[src/rtl/muldiv_unit_pkg.sv]
// Shared definitions for the iterative multiply/divide unit: op codes,
// FSM state encoding and the default operand width.
package muldiv_unit_pkg;

  localparam int WIDTH_DEFAULT = 32;

  localparam logic [4:0] OP_MUL = 5'b01110;
  localparam logic [4:0] OP_DIV = 5'b01111;

  typedef enum logic [1:0] {
    ST_IDLE = 2'd0,
    ST_RUN  = 2'd1,
    ST_DONE = 2'd2
  } state_e;

endpackage

[src/rtl/muldiv_unit_sign_fixup.sv]
// Sign handling around the unsigned divider core: operand magnitudes on the
// way in, quotient/remainder negation on the way out.
module sign_fixup #(
  parameter int WIDTH = 32
) (
  input  logic [WIDTH-1:0] in_a,
  input  logic [WIDTH-1:0] in_b,
  output logic [WIDTH-1:0] abs_a,
  output logic [WIDTH-1:0] abs_b,
  input  logic             neg_quo,
  input  logic             neg_rem,
  input  logic [WIDTH-1:0] quo_mag,
  input  logic [WIDTH-1:0] rem_mag,
  output logic [WIDTH-1:0] quo,
  output logic [WIDTH-1:0] rem
);

  // The most-negative value maps onto itself, which the unsigned core
  // still reads correctly as 2**(WIDTH-1).
  assign abs_a = in_a[WIDTH-1] ? -in_a : in_a;
  assign abs_b = in_b[WIDTH-1] ? -in_b : in_b;

  assign quo = neg_quo ? -quo_mag : quo_mag;
  assign rem = neg_rem ? -rem_mag : rem_mag;

endmodule

[src/rtl/muldiv_unit.sv]
// Iterative signed multiply (radix-2 Booth) and divide (restoring) sharing one
// 2*WIDTH accumulator; WIDTH iterations per operation, one-cycle done pulse.
module muldiv_unit
  import muldiv_unit_pkg::*;
#(
  parameter int WIDTH = WIDTH_DEFAULT
) (
  input  logic               clk,
  input  logic               clear,
  input  logic               start,
  input  logic [4:0]         op_code,
  input  logic [WIDTH-1:0]   in_a,
  input  logic [WIDTH-1:0]   in_b,
  output logic               busy,
  output logic               done,
  output logic               div_by_zero,
  output logic [2*WIDTH-1:0] result
);

  localparam logic [4:0] LAST_ITER = 5'(WIDTH - 1);

  state_e             state_q, state_d;
  logic [4:0]         cnt_q, cnt_d;
  logic [2*WIDTH-1:0] result_q, result_d;
  logic               busy_q, busy_d;
  logic               done_q, done_d;
  logic               dbz_q, dbz_d;

  logic [2*WIDTH-1:0] acc_q, acc_d;
  logic               qm1_q, qm1_d;
  logic [WIDTH-1:0]   opnd_q, opnd_d;
  logic [WIDTH-1:0]   a_q, a_d;
  logic               is_div_q, is_div_d;
  logic               b_neg_q, b_neg_d;
  logic               b_zero_q, b_zero_d;

  logic [WIDTH-1:0]   abs_a, abs_b, quo_fix, rem_fix;
  logic [WIDTH:0]     booth_hi, booth_m, booth_sum;
  logic [WIDTH:0]     rem_shift, rem_diff;
  logic [2*WIDTH-1:0] mul_next, div_next;
  logic               accept;

  sign_fixup #(.WIDTH(WIDTH)) u_sign_fixup (
    .in_a    (in_a),
    .in_b    (in_b),
    .abs_a   (abs_a),
    .abs_b   (abs_b),
    .neg_quo (a_q[WIDTH-1] ^ b_neg_q),
    .neg_rem (a_q[WIDTH-1]),
    .quo_mag (acc_q[WIDTH-1:0]),
    .rem_mag (acc_q[2*WIDTH-1:WIDTH]),
    .quo     (quo_fix),
    .rem     (rem_fix)
  );

  // Booth step: add/subtract the multiplicand into the sign-extended high
  // half, then shift the whole {acc, q_-1} pair right arithmetically.
  always_comb begin
    booth_hi = {acc_q[2*WIDTH-1], acc_q[2*WIDTH-1:WIDTH]};
    booth_m  = {opnd_q[WIDTH-1], opnd_q};
    unique case ({acc_q[0], qm1_q})
      2'b01:   booth_sum = booth_hi + booth_m;
      2'b10:   booth_sum = booth_hi - booth_m;
      default: booth_sum = booth_hi;
    endcase
    mul_next = {booth_sum, acc_q[WIDTH-1:1]};
  end

  // Restoring step on magnitudes: the partial remainder stays below the
  // divisor, so bit WIDTH of the difference is a clean borrow flag.
  always_comb begin
    rem_shift = {acc_q[2*WIDTH-1:WIDTH], acc_q[WIDTH-1]};
    rem_diff  = rem_shift - {1'b0, opnd_q};
    if (!rem_diff[WIDTH]) div_next = {rem_diff[WIDTH-1:0], acc_q[WIDTH-2:0], 1'b1};
    else                  div_next = {acc_q[2*WIDTH-2:0], 1'b0};
  end

  assign accept = start && ((op_code == OP_MUL) || (op_code == OP_DIV));

  always_comb begin
    // NOTE: every signal gets a default first so no path leaves one unassigned
    // and no latch is inferred.
    state_d  = state_q;
    cnt_d    = cnt_q;
    result_d = result_q;
    busy_d   = (state_q == ST_RUN);
    done_d   = (state_q == ST_DONE);
    dbz_d    = 1'b0;
    acc_d    = acc_q;
    qm1_d    = qm1_q;
    opnd_d   = opnd_q;
    a_d      = a_q;
    is_div_d = is_div_q;
    b_neg_d  = b_neg_q;
    b_zero_d = b_zero_q;

    unique case (state_q)
      ST_IDLE: begin
        if (accept) begin
          state_d  = ST_RUN;
          cnt_d    = '0;
          a_d      = in_a;
          is_div_d = (op_code == OP_DIV);
          b_neg_d  = in_b[WIDTH-1];
          b_zero_d = (in_b == '0);
          qm1_d    = 1'b0;
          if (op_code == OP_DIV) begin
            acc_d  = {{WIDTH{1'b0}}, abs_a};
            opnd_d = abs_b;
          end else begin
            acc_d  = {{WIDTH{1'b0}}, in_b};
            opnd_d = in_a;
          end
        end
      end
      ST_RUN: begin
        if (is_div_q) begin
          acc_d = div_next;
        end else begin
          acc_d = mul_next;
          qm1_d = acc_q[0];
        end
        cnt_d = cnt_q + 5'd1;
        if (cnt_q == LAST_ITER) begin
          state_d = ST_DONE;
          cnt_d   = '0;
        end
      end
      ST_DONE: begin
        state_d = ST_IDLE;
        if (!is_div_q)     result_d = acc_q;
        else if (b_zero_q) result_d = {a_q, {WIDTH{1'b1}}};
        else               result_d = {rem_fix, quo_fix};
        dbz_d = is_div_q && b_zero_q;
      end
      default: state_d = ST_IDLE;
    endcase
  end

  // NOTE: sequential state uses non-blocking assignments so every flop samples
  // values from before the edge.
  always_ff @(posedge clk) begin
    if (clear) begin
      state_q  <= ST_IDLE;
      cnt_q    <= '0;
      result_q <= '0;
      busy_q   <= 1'b0;
      done_q   <= 1'b0;
      dbz_q    <= 1'b0;
    end else begin
      state_q  <= state_d;
      cnt_q    <= cnt_d;
      result_q <= result_d;
      busy_q   <= busy_d;
      done_q   <= done_d;
      dbz_q    <= dbz_d;
    end
  end

  // NOTE: datapath registers carry no reset; they are always loaded on the
  // accepting edge before anything reads them.
  always_ff @(posedge clk) begin
    acc_q    <= acc_d;
    qm1_q    <= qm1_d;
    opnd_q   <= opnd_d;
    a_q      <= a_d;
    is_div_q <= is_div_d;
    b_neg_q  <= b_neg_d;
    b_zero_q <= b_zero_d;
  end

  assign busy        = busy_q;
  assign done        = done_q;
  assign div_by_zero = dbz_q;
  assign result      = result_q;

endmodule

[config.mk]
export PLATFORM = sky130hd
export DESIGN_NAME = muldiv_unit
export DESIGN_NICKNAME = d
export VERILOG_FILES = /design/src/rtl/muldiv_unit_pkg.sv /design/src/rtl/muldiv_unit_sign_fixup.sv /design/src/rtl/muldiv_unit.sv
export SDC_FILE = /design/constraint.sdc
export NUM_CORES = 1
export LEC_CHECK = 0
export CORE_MARGIN = 2
export CORE_UTILIZATION = 55
export DETAILED_ROUTE_END_ITERATION = 10
export PLACE_DENSITY = 0.76
export SYNTH_ARGS = -nofsm -noshare
export SYNTH_HDL_FRONTEND = slang
export SYNTH_SLANG_ARGS = --single-unit
[constraint.sdc]
create_clock -name clk -period 10.95 [get_ports clk]
set_input_delay 3.285 -clock clk [delete_from_list [all_inputs] [get_ports clk]]
set_output_delay 3.285 -clock clk [all_outputs]
set_load 0.01 [all_outputs]
# After elaboration in Yosys (flattened, before gate mapping)
# Index checks and enable logic that the tools add are counted.
# totals
output_inout_bits	67
wordCells	69
inputBits	72
reg_bits	206
# op_classes
reduce_logical	12
eq_ne	11
muxes	22
n_addsub	8
n_bitwise	2
# op_table
cell	count
two-way mux 64 bit	5
two-way mux 32 bit	6
negation 32 bit	4
one-hot mux 64 bit (2 select lines)	1
one-hot mux 33 bit (2 select lines)	1
adder 32 x 32 -> 33 bit	1
subtractor 32 x 32 -> 33 bit	1
subtractor 33 x 32 -> 33 bit	1
zero test 32 bit	1
equality test 5 x 4 -> 1 bit, second input constant	2
two-way mux 5 bit	2
one-hot mux 5 bit (2 select lines)	1
AND reduction 2 bit	3
AND reduction 3 bit	2
adder 5 x 1 -> 5 bit, second input constant	1
equality test 5 bit, second input constant	1
equality test 2 x 1 -> 1 bit, second input constant	2
equality test 2 bit, second input constant	2
two-way mux 2 bit	2
!= test 2 bit, second input constant	2
!= test 4 x 1 -> 1 bit, second input constant	1
one-hot mux 2 bit (2 select lines)	1
logical AND 1 bit	2
zero test 2 bit	1
8 further kinds	9

# Depth between registers and ports, before layout
# Gate-level depths: netlist of the first run.
# depth
depth_word	5
mapped_depth	19
depth_no_buf	17

# By module
# Synthesis of the first run repeated with hierarchy kept, for this count alone.
# hier_totals
hier_cells	2020
area_unflattened_um2	16637.2
# modules_own_cells
module	n_inst	seq_area_each_um2	area_per_inst_um2	cells_each
muldiv_unit	1	5445.2	14003.4	1626
sign_fixup	1	0.0	2633.8	394

# Worst setup path before layout of the first run
# No wires, ideal clock.
# synth_timing
kind	in2reg
start	in op_code[4]
end	reg state_q[0]
slack_ns	3.893
setup_time_ns	0.070
path_buffers	0
required_ns	10.880
cell_stages	4
t_arrival_ns	6.987
path_cell_list	and4b_1 nand3b_1 nor2_1 o21ba_2
# synth_via
elab_chain_len	5
elab_cells_between_ends	6
cone_classes	eq/ne: 3; reduce/logical: 3
# synth_lines
element	line_no	text
start, declared	muldiv_unit.sv:11	input logic [4:0] op_code,
equality test 5 x 4 -> 1 bit	muldiv_unit.sv:78	assign accept = start && ((op_code == OP_MUL) || (op_code == OP_DIV));
logical OR 1 bit (*)	muldiv_unit.sv:78	
logical AND 1 bit (*)	muldiv_unit.sv:78	
!= test 2 bit (no line) (*)	n/a	
AND reduction 2 bit (no line) (*)	n/a	
end signal, assigned	muldiv_unit.sv:151	state_q <= state_d;
end, declared	muldiv_unit.sv:22	state_e state_q, state_d;
# Mark *: on every way between the ends. The rest lies on a longest branch, timed or not.
# A chain may end at the register's enable or synchronous reset.

# Final worst setup path of the first run
# layout_timing
start	in in_a[0]
end	reg acc_q[24] (data pin)
# layout_via
elab_chain_len	5
# layout_lines
element	line_no	text
start, declared	muldiv_unit.sv:12	input logic [WIDTH-1:0] in_a,
negation 32 bit	muldiv_unit_sign_fixup.sv:20	assign abs_a = in_a[WIDTH-1] ? -in_a : in_a;
two-way mux 32 bit	muldiv_unit_sign_fixup.sv:20	
two-way mux 32 bit	muldiv_unit.sv:107	if (op_code == OP_DIV) begin
two-way mux 64 bit	muldiv_unit.sv:99	if (accept) begin
one-hot mux 64 bit (2 select lines)	muldiv_unit.sv:97	unique case (state_q)
net acc_d[24]	muldiv_unit.sv:29	logic [2*WIDTH-1:0] acc_q, acc_d;
end signal, assigned	muldiv_unit.sv:163	acc_q <= acc_d;
end, declared	muldiv_unit.sv:29	
# The timed path passes the listed nets, and every way through them passes these cells. The select of a mux whose other input is x is not followed.

==> flow_summary.ini, run 1 <==
[finish]
diodes = 0
syn_to_final_growth_pct = 14.94
fin_cells = 2367
final_nets = 2112
drive_gt1_frac = 0.04186

[worst_setup_path]
worstPathBufferInverterCount = 2
cp.required_ns = 11.17
crit_fanout = 4
critical_path.most_common_cell = or4_1
cpPeakStageDelay_ns = 0.56
path_cells = clkdlybuf4s50_1, inv_1, ha_1, nor4b_1, nand4_1, or4_1, or4_1, o21ai_0, xor2_1, nor2_1, a211oi_1, a21oi_1
worstSetupPathType = in -> reg
end_kind = flip-flop
slowest_stage = nor4b_1
worst_ep_arrival_time_ns = 6.97
path_delay_family = simple AND/OR/NAND/NOR gates
start_kind = input pin

[yosys]
netlist_top_cells_count = nor2_1 (178), nand2_1 (172), a21oi_1 (160)
synth_warnings = 0
ys_seq_area_frac = 0.3399
ys_seq_elements = 206
avgSynthCellArea_um2 = 8.450
ys.flop_type = edfxtp_1
muxShareOfSynthArea = 0.04132
yosysMostFrequentCell = nor2_1
syn_area_mm2 = 0.01602
ys_top_cells_by_area = edfxtp_1 (25%), dfxtp_1 (9.2%), ha_1 (5.7%), a21oi_1 (5.0%), xor2_1 (4.8%)
synth_cell_types = 75
synth_top_family_by_area = compound AO/OA/AOI/OAI gates
synthAdderAreaFrac = 0.05951
synth_top_area_frac = 0.2474
async_reset_ff_frac = 0
synthSimpleGateAreaFrac = 0.1658
synth_top_cell_by_area = edfxtp_1
synth_nets = 2043
yosys.area_share.xor_xnor = 0.09349
netlist_instances = 1896
synth_edf_count = 132
synth-compound-area-share = 0.2579

[grt]
grt_use_total = 0.3119
grt_antenna_before_repair = 1
grt_pass1_vias = 14210
grt_pass1_wl_mm = 76.39
grt.overflow.total = 0
grt_max_degree = 84

[floorplanning]
core_area_mm2 = 0.02870
die_area_mm2 = 0.03051
pin_count = 139
placementRows = 62
die_width_um = 174.7
initial_core_util = 0.5582
die_y_um = 174.7

[timing]
tightest_slew_ns = 1.223
setup_violations = 0
hold_viol_final = 0
finalSetupTns_ns = 0
post-route-period-util = 0.6164
max_freq_ghz = 0.1482
fin_ws_ns = 4.201
finalCriticalPeriod_ns = 6.749
skew_ns = 0.01701
report.final.slew_viol_count = 0
grt_setup_unrepaired = false
slew_headroom = 0.1819

[power_and_ir_drop]
irDropWorstVdd_mv = 0.1233
cellPowerDensity_mw_per_mm2 = 103.2
p_leak_nw = 6.829
power_mw = 1.901

[clock_network]
insertion_delay_ns = 0.53
htree_levels = 1
cts_buffers = 25
cts_resized = 0
hold_buffers = 0
clock-sinks = 206
cts_buffer_depth = 3
clk_pin_slew_worst_paths_ns = 0.06
root_buffer = clkbuf_16
cts_tree = yes
cts_setup_buffers = 0

[routing]
routedWlPerCell_um = 20.85
num_vias = 15240
drt-total-wl_mm = 49.35
detail_route.vias_per_cell = 6.437
drt_iter0_drc = 1673
final_antenna_net_count = 0
firstDrtPassIters = 6
drc_errors = 0

[min_path]
hold_class = reg -> reg

[placement]
dp_hpwl_mm = 36.18
port_buffers = 138
dp.cells = 2322
place_ws_ns = 3.916
gp_congestion = 0.9483

[run]
maxCapViolCount = 0

[status]
outcome = completed
report_power, final:
part / internal [mW] / leakage, nW / switching [mW] / total (mW)
combinational: 0.0994 / 4.63 / 0.137 / 0.236
clock: 0.484 / 0.394 / 0.331 / 0.814
sequential: 0.836 / 1.80 / 0.0144 / 0.851
worst paths after layout:
kind,from,end,slack (ns),cells after the start
max,in_a[0],acc_q[24],4.20,12
min,result[40],result[40],0.45,2
max reg2reg,opnd_q[9],acc_q[63],5.94,16
min reg2reg,result[40],result[40],0.45,2
metrics by stage:
stage          cell area, um2  hold WS [ns]  utilization
2_1_floorplan           16020        0.4390            -
3_5_place_dp            17610        0.4462       0.6137
3_3_place_gp            17610        0.4442       0.6137
5_1_grt                 18410        0.4668       0.6415
4_1_cts                 18410        0.4526       0.6415
6_report                18410        0.4504       0.6415
area by class of cell:
type | instances | area [um2]
clock buffer | 41 | 779.5
clock inverter | 4 | 20.02
fill | 2489 | 10290
inverter | 65 | 244.0
multi-input combinational | 1512 | 9941
sequential | 206 | 5445
tap | 384 | 480.5
timing repair buffer | 155 | 1504
metal layers:
layer,wire [um],GRT usage,vias up
met1,20330,0.4131,7178
met2,22620,0.5068,729
li1,-,-,7197
met4,2050,0.1222,0
met5,0,0,-
met3,4351,0.05701,132
kinds of logic (layout without fill, tap and decap cells):
family                   count (synthesis)  count (layout)
adder cells (fa/ha/maj)                 75              75
AO/OA/AOI/OAI                          636             636
flip-flops                             206             206
AND/OR/NAND/NOR                        564             564
buffers and inverters                  178             265
multiplexers                            66              66
XOR/XNOR                               171             171
placed cells by master, fill, tap and decap left out, drive strengths merged, types with 30 or more instances in the layout:
cell type / n
a211oi: 84
a21oi: 160
clkbuf: 41
clkdlybuf4s50: 137
dfxtp: 74
edfxtp: 132
ha: 73
inv: 62
mux2i: 65
nand2: 172
nand3: 30
nor2: 178
nor3: 34
o21ai: 136
o31ai: 36
xnor2: 83
xor2: 88
registers in the layout, indices dropped and copies added, names as in the netlist:
name,flops
a_q,32
acc_q,64
b_neg_q,1
b_zero_q,1
busy,1
cnt_q,5
div_by_zero,1
done,1
is_div_q,1
opnd_q,32
qm1_q,1
result,64
state_q,2
worst reg2reg max path, cell delays in order (launching register included):
cell	delay, ns
edfxtp_1	0.42
or3_1	0.41
nor4_1	0.39
nand2_1	0.19
nor2_1	0.37
a41oi_1	0.19
xnor2_1	0.26
ha_1	0.32
a21oi_1	0.19
o21ai_0	0.18
a221oi_1	0.41
nand2_1	0.16
o21ai_0	0.42
a31oi_1	0.21
a31oi_1	0.24
xnor2_1	0.10
a211o_1	0.31
No activity file was read; power rests on OpenSTA's default activity.
==> run 2, diff against run 1 <==
clock period = 6.55 ns   (was 10.95 ns; I/O delays follow)
==> run 2 against run 1 <==
Routed wire length rose by 0.50%. Sequential power rose by 67%. Sequential cell count did not move. First-iteration DRC count rose by 4.2%. Global-route usage rose by 0.079 points. Worst setup slack got worse by 2.8 ns. Combinational power rose by 68%. Design area rose by 0.38%. Die area did not move. Critical path type unchanged. Hold slack improved by 0.0039 ns.
==> flow_summary.ini, run 2 (same netlist as run 1, synthesis figures left out) <==
[status]
outcome = completed

[power_and_ir_drop]
p_leak_nw = 6.875
irDropWorstVdd_mv = 0.1859
cellPowerDensity_mw_per_mm2 = 175.9
p_clk_frac = 0.441
swShare = 0.2555
power_frac_seq = 0.437
p_int_mw = 2.420
switchingPower_mw = 0.8308
power_mw = 3.251
p_comb_frac = 0.122

[grt]
grt_pass1_wl_mm = 76.52
grt_use_total = 0.3126
grt.overflow.total = 0
grt_pass1_vias = 14000
grt_antenna_before_repair = 0
grt_max_degree = 74

[placement]
dp_hpwl_mm = 36.69
port_buffers = 138
dpl_cell_area_mm2 = 0.01763
gp_congestion = 0.9543

[worst_setup_path]
worst_ep_arrival_time_ns = 5.40
path_cells = clkdlybuf4s50_1, inv_1, ha_1, nor4b_1, nand4_1, or4_1, or4_1, o31ai_1, xor2_1, nor2_1, a211oi_1, a21oi_1
start_kind = input pin
worstPathBufferInverterCount = 2
path_delay_family = simple AND/OR/NAND/NOR gates
slowest_stage = or4_1
critical_path.most_common_cell = or4_1
reg2regPathDepth = 16
cpPeakStageDelay_ns = 0.53
critical_path_cell_count = 12
worstSetupPathType = in -> reg
crit_fanout = 4
cp.required_ns = 6.80
end_kind = flip-flop

[floorplanning]
die_y_um = 174.7
pin_count = 139
placementRows = 62
initial_core_util = 0.5582
die_area_mm2 = 0.03051
die_width_um = 174.7
core_area_mm2 = 0.02870

[run]
maxCapViolCount = 0

[routing]
routedWlPerCell_um = 20.94
drt_iter0_drc = 1743
firstDrtPassIters = 6
final_antenna_net_count = 0
detail_route.vias_per_cell = 6.452
num_vias = 15290
drc_errors = 0
drt-total-wl_mm = 49.60

[clock_network]
cts_buffers = 25
cts_tree = yes
cts_buffer_depth = 3
insertion_delay_ns = 0.53
clk_pin_slew_worst_paths_ns = 0.07
hold_buffers = 0
htree_levels = 1
clock-sinks = 206
cts_resized = 0
root_buffer = clkbuf_16
cts_setup_buffers = 0

[timing]
hold_viol_final = 0
skew_ns = 0.01370
post-route-period-util = 0.7852
grt_setup_unrepaired = false
finalCriticalPeriod_ns = 5.143
report.final.slew_viol_count = 0
max_freq_ghz = 0.1944
finalSetupTns_ns = 0
tightest_slew_ns = 1.182
slew_headroom = 0.2097
setup_violations = 0

[min_path]
hold_class = reg -> reg
min_path_cells = 2

[finish]
mostFrequentLayoutCell = nor2_1
syn_to_final_growth_pct = 15.38
diodes = 0
stdcell_area_mm2 = 0.01848
drive_gt1_frac = 0.04635
layout.cells.most_common_list = nor2_1 (177), nand2_1 (170), a21oi_1 (160), clkdlybuf4s50_1 (137), o21ai_0 (133)
final_nets = 2114
run 2: changes by cell type in the layout (fill, tap and decap cells not counted), sizes merged:
cell / delta
buf: +2
bufinv: +1
clkbuf: -8
clkinv: +5
inv: +2
run 2: worst paths after layout:
path	endpoint	slack [ns]	from
worst max-delay path	acc_q[28]	1.41	in_a[0]
worst min-delay path	result[54]	0.45	result[54]
worst max register to register	acc_q[63]	1.56	opnd_q[9]
worst min register to register	result[54]	0.45	result[54]
run 2: routing by layer:
layer  up-vias  GRT usage  part of all wire
li1       7204          -                 -
met1      7244     0.4162              0.42
met2       698     0.5087              0.46
met3       139    0.05287             0.081
met4         0     0.1219             0.041
met5         -          0                 0
run 2: worst reg2reg max path, delay by kind of cell (launching register included):
| kind | cells | cell delay [ns] |
|---|---|---|
| adder cells (fa/ha/maj) | 1 | 0.33 |
| XOR/XNOR | 2 | 0.38 |
| AO/OA/AOI/OAI | 8 | 2.18 |
| AND/OR/NAND/NOR | 5 | 1.42 |
| flip-flops | 1 | 0.42 |
run 2: power groups by stage:
stage	Clock (mW)	Combinational [mW]	Sequential (mW)
2_1_floorplan	0	0.252	1.44
3_3_place_gp	0	0.382	1.45
3_5_place_dp	0	0.388	1.45
4_1_cts	1.44	0.391	1.42
5_1_grt	1.49	0.430	1.42
6_report	1.43	0.397	1.42
run 2: cell type report:
class,count,area [um2]
repair buffers,157,1519
fillers,2453,10220
clock inverters,12,95.09
multi-input cells,1512,9941
inverters,65,244.0
flip-flops and latches,206,5445
clock buffers,33,759.5
well taps,384,480.5
run 2: per-stage QoR:
stage / hold WS [ns] / setup slack, ns / util / cells
after detailed placement: 0.4449 / 0.9311 / 0.6142 / 2324
after global routing: 0.4925 / 1.152 / 0.6440 / 2369
after global placement: 0.4431 / 0.9562 / 0.6142 / 2324
after CTS: 0.4535 / 1.450 / 0.6440 / 2369
after floorplan: 0.4390 / 0.8133 / - / 1896
final: 0.4543 / 1.407 / 0.6440 / 2369
==> run 3, diff against run 2 <==
clock period = 5.2 ns   (was 6.55 ns; I/O delays follow)
==> run 3 against run 2 <==
Die area stayed put. Register-to-register slack worse by 0.93 ns. Sequential power increased by 26%. Hold slack worse by 0.0039 ns. Sequential cell count stayed put. Clock power rose by 9%.
==> flow_summary.ini, run 3 (same netlist as run 1, synthesis figures left out) <==
[floorplanning]
pin_count = 139
die_area_mm2 = 0.03051
placementRows = 62
die_y_um = 174.7
core_area_mm2 = 0.02870
initial_core_util = 0.5582
die_width_um = 174.7

[power_and_ir_drop]
switchingPower_mw = 1.011
irDropWorstVdd_mv = 0.2338
p_comb_frac = 0.134
power_frac_seq = 0.462
p_int_mw = 2.851
cellPowerDensity_mw_per_mm2 = 208.9
p_clk_frac = 0.404
p_leak_nw = 6.885
swShare = 0.2618

[clock_network]
cts_tree = yes
clock-sinks = 206
hold_buffers = 0
insertion_delay_ns = 0.52
htree_levels = 1
cts_setup_buffers = 0
cts_buffer_depth = 3
clk_pin_slew_worst_paths_ns = 0.06
root_buffer = clkbuf_16
cts_buffers = 23

[grt]
grt_antenna_before_repair = 2
grt_pass1_vias = 14300
grt_pass1_wl_mm = 78.83
grt_max_degree = 84
grt.overflow.total = 0
grt_use_total = 0.3225

[timing]
hold_viol_final = 0
slew_headroom = 0.1786
grt_setup_unrepaired = false
skew_ns = 0.009231
setup_violations = 0
report.final.slew_viol_count = 0
max_freq_ghz = 0.2159
finalSetupTns_ns = 0
post-route-period-util = 0.8908
tightest_slew_ns = 1.232
finalCriticalPeriod_ns = 4.632

[worst_setup_path]
end_kind = flip-flop
worstSetupPathType = in -> reg
crit_fanout = 4
worst_ep_arrival_time_ns = 4.86
start_kind = input pin
cp.required_ns = 5.43

[routing]
drc_errors = 0
firstDrtPassIters = 7
highest_layer = met5
final_antenna_net_count = 0
drt_iter0_drc = 1610
routedWlPerCell_um = 21.23
wirelength_met1_mm = 20.77
dr_wl_met3_mm = 4.566
detail_route.vias_per_cell = 6.418
wl_met2_mm = 23.27
num_vias = 15290
drt-total-wl_mm = 50.56

[status]
outcome = completed

[finish]
drive_gt1_frac = 0.05108
mostFrequentLayoutCell = nor2_1
layout.cells.most_common_list = nor2_1 (176), nand2_1 (170), a21oi_1 (160), clkdlybuf4s50_1 (137)
fin_util = 0.6441
syn_to_final_growth_pct = 15.39
final_nets = 2128

[run]
maxCapViolCount = 0

[placement]
port_buffers = 138
gp_congestion = 0.9886
dp_hpwl_mm = 37.64

[min_path]
hold_class = reg -> reg
-- run 3: changes by cell type in the layout (fill, tap and decap cells not counted), moves of 2 or more --
cell       previous run  this run
clkbuf_1              1         6
buf_4                19        32
clkbuf_16            28        23
clkinv_1              5         3
clkinv_4              2         0
buf_12                0         3
-- run 3: critical path: stages --
cell,delay (ns)
clkdlybuf4s50_1,0.43
inv_1,0.09
ha_1,0.18
nor4b_1,0.27
buf_4,0.18
nand4_1,0.25
or4_1,0.55
or4_1,0.51
o31ai_1,0.29
xor2_1,0.18
nor2_1,0.05
a211oi_1,0.24
a21oi_1,0.08
-- run 3: timing repair --
action                     in CTS  in global routing
setup endpoints to repair       0                  2
gates resized for setup         0                  2
hold endpoints to repair        0                  0
-- run 3: routing by layer --
layer / vias up / GRT usage
met3: 139 / 0.06027
met4: 2 / 0.1184
li1: 7226 / -
met1: 7169 / 0.4317
met5: - / 0
met2: 751 / 0.5214
-- run 3: worst paths after layout --
kind / startpoint / end / slack [ns] / cells after the start
worst max-delay path: in_a[0] / acc_q[28] / 0.57 / 13
worst min-delay path: result[44] / result[44] / 0.45 / 2
worst max register to register: opnd_q[9] / acc_q[63] / 0.63 / 16
worst min register to register: result[44] / result[44] / 0.45 / 2
-- run 3: per-stage QoR --
step	hold slack, ns	cell area, um2	instances	total power [mW]	setup slack [ns]
after detailed placement	0.4452	17790	2340	2.327	0.1047
after global routing	0.4640	18480	2381	3.984	0.1422
final	0.4504	18490	2382	3.863	0.5680
after floorplan	0.4390	16020	1896	2.130	0.9658
after CTS	0.4515	18480	2381	3.861	0.4424
after global placement	0.4418	17790	2340	2.320	0.1697
-- run 3: cell type report --
type                       instances  area (um2)
clock inverter                     7       36.28
sequential                       206        5445
timing repair buffer             173        1677
fill                            2446       10220
tap                              384       480.5
inverter                          65       244.0
multi-input combinational       1512        9943
clock buffer                      34       658.1
antenna                            1       2.502
-- run 3: power groups by stage --
| stage | Combinational [mW] | Clock (mW) | Sequential [mW] |
|---|---|---|---|
| finish | 0.516 | 1.56 | 1.79 |
| floorplan | 0.318 | 0 | 1.81 |
| detailed placement | 0.506 | 0 | 1.82 |
| global route | 0.563 | 1.63 | 1.79 |
| global placement | 0.499 | 0 | 1.82 |
| CTS | 0.509 | 1.57 | 1.79 |
